### config.mk
export PLATFORM = sky130hd
export DESIGN_NAME = booth_seq_multiplier
export DESIGN_NICKNAME = d
export VERILOG_FILES = /design/src/rtl/mult_pkg.sv /design/src/rtl/booth_step.sv /design/src/rtl/booth_seq_multiplier.sv
export SDC_FILE = /design/constraint.sdc
export NUM_CORES = 1
export LEC_CHECK = 0
export CORE_ASPECT_RATIO = 0.6
export CORE_MARGIN = 10
export CORE_UTILIZATION = 54
export CTS_CLUSTER_SIZE = 25
export DETAILED_ROUTE_END_ITERATION = 12
export HOLD_SLACK_MARGIN = 0.06
export PLACE_DENSITY = 0.9
export SYNTH_ARGS = -nofsm -noshare
export SYNTH_HDL_FRONTEND = slang
export SYNTH_SLANG_ARGS = --single-unit
### constraint.sdc
create_clock -name CLOCK -period 3.43 [get_ports CLOCK]
set_clock_uncertainty 0.15 [all_clocks]
set_input_delay 0.343 -clock CLOCK [delete_from_list [all_inputs] [get_ports CLOCK]]
set_output_delay 0.343 -clock CLOCK [all_outputs]
set_load 0.01 [all_outputs]
### src/rtl/mult_pkg.sv
// Shared types and default widths for the sequential Booth multiplier.
// Holds the controller state encoding used by the top-level FSM.
package mult_pkg;

  typedef enum logic [1:0] {
    IDLE,
    ITER,
    DONE
  } state_t;

  localparam int A_BITS_DEF = 8;
  localparam int B_BITS_DEF = 8;

endpackage

### src/rtl/booth_step.sv
// One radix-2 Booth step: conditional add/sub of M into ACC, then arithmetic shift of {ACC,Q,QM1}.
// Purely combinational, zero latency; no flow control.
module booth_step #(
  parameter int A_bits = 8,
  parameter int B_bits = 8
) (
  input  logic [A_bits:0]   acc,
  input  logic [B_bits-1:0] q,
  input  logic              qm1,
  input  logic [A_bits:0]   m,
  output logic [A_bits:0]   acc_nxt,
  output logic [B_bits-1:0] q_nxt,
  output logic              qm1_nxt
);

  logic [A_bits:0] sum;

  always_comb begin
    sum = acc;
    case ({q[0], qm1})
      2'b01:   sum = acc + m;
      2'b10:   sum = acc - m;
      default: sum = acc;
    endcase
    // The bit leaving ACC enters the top of Q; ACC's sign is replicated.
    acc_nxt = {sum[A_bits], sum[A_bits:1]};
    q_nxt   = B_bits'({sum[0], q} >> 1);
    qm1_nxt = q[0];
  end

endmodule

### src/rtl/booth_seq_multiplier.sv
// Sequential radix-2 Booth multiplier; S and END_MULT arrive B_bits edges after START is accepted.
// START is only sampled in IDLE; requests while busy are dropped, there is no other backpressure.
module booth_seq_multiplier
  import mult_pkg::*;
#(
  parameter int A_bits = A_BITS_DEF,
  parameter int B_bits = B_BITS_DEF
) (
  input  logic                     CLOCK,
  input  logic                     RESET,
  input  logic                     START,
  input  logic [A_bits-1:0]        A,
  input  logic [B_bits-1:0]        B,
  output logic [A_bits+B_bits-1:0] S,
  output logic                     END_MULT
);

  localparam int CW = $clog2(B_bits + 1);
  localparam logic [CW-1:0] LAST_STEP = CW'(B_bits - 1);

  state_t            state;
  logic [A_bits:0]   m;
  logic [A_bits:0]   acc;
  logic [B_bits-1:0] q;
  logic              qm1;
  logic [CW-1:0]     cnt;

  logic [A_bits:0]   acc_nxt;
  logic [B_bits-1:0] q_nxt;
  logic              qm1_nxt;

  booth_step #(
    .A_bits(A_bits),
    .B_bits(B_bits)
  ) u_step (
    .acc     (acc),
    .q       (q),
    .qm1     (qm1),
    .m       (m),
    .acc_nxt (acc_nxt),
    .q_nxt   (q_nxt),
    .qm1_nxt (qm1_nxt)
  );

  always_ff @(posedge CLOCK or posedge RESET) begin
    if (RESET) begin
      state    <= IDLE;
      m        <= '0;
      acc      <= '0;
      q        <= '0;
      qm1      <= 1'b0;
      cnt      <= '0;
      S        <= '0;
      END_MULT <= 1'b0;
    end else begin
      case (state)
        IDLE: begin
          END_MULT <= 1'b0;
          if (START) begin
            m     <= {A[A_bits-1], A};
            acc   <= '0;
            q     <= B;
            qm1   <= 1'b0;
            cnt   <= '0;
            state <= ITER;
          end
        end
        ITER: begin
          acc <= acc_nxt;
          q   <= q_nxt;
          qm1 <= qm1_nxt;
          cnt <= cnt + CW'(1);
          // The extra ACC bit is dropped: the product always fits A_bits+B_bits.
          if (cnt == LAST_STEP) begin
            S        <= {acc_nxt[A_bits-1:0], q_nxt};
            END_MULT <= 1'b1;
            state    <= DONE;
          end
        end
        DONE: begin
          END_MULT <= 1'b0;
          state    <= IDLE;
        end
        default: begin
          END_MULT <= 1'b0;
          state    <= IDLE;
        end
      endcase
    end
  end

endmodule

==> summary.md, run 1 <==
| Metric | Value |
|---|---|
| Starting DRT DRC Count | `~130` |
| Adder-cell area share of the yosys netlist | `around 6%` |
| CTS Root Buffer Type | `clkbuf_8` |
| Routed via count | `2,136` |
| Yosys reg bits | `48` |
| RSZ-0062 raised after global routing | `no` |
| Post-synth EDFFs | `0` |
| Most frequent cells in the layout | `nand2_1, dfrtp_1, clkdlybuf4s50_1` |
| Max-slew violation count | `0` |
| Number of H-tree levels | `2` |
| Complex-gate fraction of the synthesized area | `a little under a fifth` |
| VDD IR max | `0.573 mV` |
| CP Data Arrival Time | `approximately 3 ns` |
| Post CTS Setup Buffer Count | `0` |
| Core area | `about 4600 µm²` |
| Final Hold Viols | `0` |
| Post-layout net count | `between 300 and 400` |
| Drt first pass iters | `4` |
| Vias in the first global route | `about 2,100` |
| Total power | `around 0.0036 W` |
| Wire per inst | `16.3 µm` |
| Clock buffer depth | `2` |
| Main combinational cell family by area after synthesis | `compound AO/OA/AOI/OAI gates` |
| GRT overflow | `0` |
| Largest net degree at the start of global routing | `49` |
| Num CTS Buffers | `5` |
| Sequential-to-total area share from yosys stat | `about 47%` |
| Worst Setup Start Kind | `flip-flop` |
| Post-CTS Resized | `0` |
| Top Ports | `36` |
| Fill cells | `approximately 360` |
| Routability cong. | `about 0.88` |
| Die height | `about 73 µm` |
| Post-route DRC | `0` |
| Status | `finished clean` |
| Detail Placement HPWL | `4490 µm` |
| Number of diodes | `0` |
| CP Capture Type | `flip-flop` |
| Initial Util | `55.9%` |
| Top FF cell, synth | `dfrtp_1` |
| First-pass GRT wire length | `between 10,000 and 15,000 µm` |
| # rows | `19` |
| Worst skew pair latency | `between 0.3 and 0.4 ns` |
| Clk sinks | `48` |
| Asr flop ratio synth | `100%` |
| Post-Synthesis Cells | `approximately 280` |
| Max Freq | `335 MHz` |
| Worst Path Max Fanout | `8` |
| Clock transition at the registers of the reported paths | `approximately 0.1 ns` |
| Area grow syn2layout | `18.6%` |
| Syn_nets | `308` |
| Die ar. | `approximately 8000 µm²` |
| Fin crit share | `roughly 87%` |
| Commonest non-fill, non-tap cell in the layout | `nand2_1` |
| Period minus WS final | `approximately 3.0 ns` |
| Synth Area in XOR/XNOR | `3.76%` |
| Synth Cell Area | `2560 µm²` |
| Syn avg cell area | `9.26 µm²` |
| CTS tree | `built` |
| P per Cell Area | `about 1200 nW/µm²` |
| Slew HR | `34.2%` |
| Post-Synth Simple-Gate Area | `17.9%` |
| Slew @ Worst Pin | `between 0.9 and 1 ns` |
| WP data required | `3.47 ns` |
| Tot GR Track Use | `~16%` |
| Via-to-Cell Ratio | `approximately 5.7` |
| WL final | `just over 6000 µm` |
| Initial antenna violation count | `0` |
| Layout cells sized above 1 | `6.77%` |
| Synth cell types | `between 40 and 50` |
| Setup TNS | `0 ns` |
| # hold bufs at CTS | `0` |
| Synth Warn # | `0` |
| Max Cap Viol | `0` |
| Hold Path Class | `reg2reg` |
| Antenna-violating nets left | `0` |
| Die width | `about 110 µm` |
| Pleak | `about 1.4 nW` |
| Endpoints failing setup | `0` |
| Number of buffers added on ports | `35` |
| Mux cell area share after synthesis | `roughly 2.4%` |
| Crit Path Class | `reg2reg` |
## cell usage after synthesis, types with 2 or more instances
cell type / instances / area share (%)
nand2_1: 50 / 7.3
dfrtp_1: 48 / 47
o21ai_0: 30 / 5.9
a21oi_1: 18 / 3.5
nor2_1: 16 / 2.3
inv_1: 12 / 1.8
nor2b_1: 12 / 2.9
ha_1: 11 / 5.4
xnor2_1: 9 / 3.1
a22oi_1: 8 / 2.3
buf_2: 7 / 1.4
clkbuf_1: 6 / 0.88
mux2i_1: 5 / 2.0
a22o_1: 4 / 1.4
a31oi_1: 4 / 0.98
a21o_1: 3 / 0.88
nor3_1: 3 / 0.59
nand2b_1: 2 / 0.49
nand3_1: 2 / 0.39
nor3b_1: 2 / 0.59
nor4b_1: 2 / 0.68
or3_1: 2 / 0.49
xor2_1: 2 / 0.68
## power by group
group          switching (W)  leakage [nW]  internal (W)
registers           0.000248         0.593      0.000844
logic                0.00114         0.744       0.00102
clock network       0.000205        0.0479      0.000143
## critical path, stage by stage, from the launching register on
cell	delay, ns
dfrtp_1	0.39
inv_1	0.06
ha_1	0.32
mux2i_1	0.35
ha_1	0.28
nor2b_1	0.13
o21a_1	0.17
o21ai_0	0.40
nor4b_1	0.14
a2111oi_2	0.33
o21ai_0	0.14
## state kept, by name (all words and copies together), names as in the netlist
register / count
q: 8
acc: 8
S: 16
m: 8
qm1: 1
cnt: 4
state: 2
END_MULT: 1
## cell families after synthesis
family                   Yosys count
AO/OA/AOI/OAI                     77
XOR/XNOR                          11
adder cells (fa/ha/maj)           12
buffers and inverters             26
flip-flops                        48
multiplexers                       6
AND/OR/NAND/NOR                   97
## final timing paths
| kind | to | cells after the start | slack (ns) | start |
|---|---|---|---|---|
| min | S[13] | 2 | 0.34 | S[13] |
| max | S[12] | 10 | 0.45 | qm1 |
| min in group asynchronous | S[11] | 2 | 0.43 | RESET |
| max reg2reg | S[12] | 10 | 0.45 | qm1 |
| max in group asynchronous | m[2] | 2 | 2.09 | RESET |
| min reg2reg | S[13] | 2 | 0.34 | S[13] |
## metal layers
layer / vias to the layer above / global-route usage (%) / share of wire [%]
li1: 1028 / - / -
met1: 1031 / 20.9 / 45
met2: 67 / 25.0 / 47
met3: 10 / 3.76 / 6.3
met4: 0 / 4.95 / 1.6
met5: - / 0 / 0
## metrics by stage
stage | util (%) | setup WS [ns] | hold slack (ns) | cell area, µm² | std cells
after detailed placement | 64.4 | 0.452 | 0.320 | 2950 | 365
after CTS | 66.3 | 0.423 | 0.340 | 3040 | 373
after global routing | 66.3 | 0.166 | 0.369 | 3040 | 373
final | 66.3 | 0.446 | 0.336 | 3040 | 373
after floorplan | - | 0.836 | 0.298 | 2560 | 277
after global placement | 64.4 | 0.624 | 0.308 | 2950 | 365
## final cells by class
cell class / instances / area [µm²] / share of cell area [%]
Multi-Input combinational cell: 203 / 1250 / 41.1
Timing Repair Buffer: 39 / 380 / 12.5
Inverter: 12 / 45.0 / 1.48
Clock inverter: 3 / 18.8 / 0.617
Tap cell: 63 / 78.8 / 2.59
Clock buffer: 5 / 68.8 / 2.26
Sequential cell: 48 / 1200 / 39.5
Note: power is estimated with default switching activity, not from simulation.
==> run 2: changes to the inputs <==
--- a/config.mk
+++ b/config.mk
@@ -10,6 +10,7 @@
 export CORE_UTILIZATION = 54
 export CTS_CLUSTER_SIZE = 25
 export DETAILED_ROUTE_END_ITERATION = 12
+export GPL_ROUTABILITY_DRIVEN = 0
 export HOLD_SLACK_MARGIN = 0.06
 export PLACE_DENSITY = 0.9
 export SYNTH_ARGS = -nofsm -noshare
==> results of run 2 <==
No change in the layout: final DEF, timing and power equal those of run 1.
==> run 3: changes to the inputs <==
--- a/config.mk
+++ b/config.mk
@@ -16,3 +16,4 @@
 export SYNTH_ARGS = -nofsm -noshare
 export SYNTH_HDL_FRONTEND = slang
 export SYNTH_SLANG_ARGS = --single-unit
+export TNS_END_PERCENT = 50
==> results of run 3 <==
No change in the layout: final DEF, timing and power equal those of run 1.
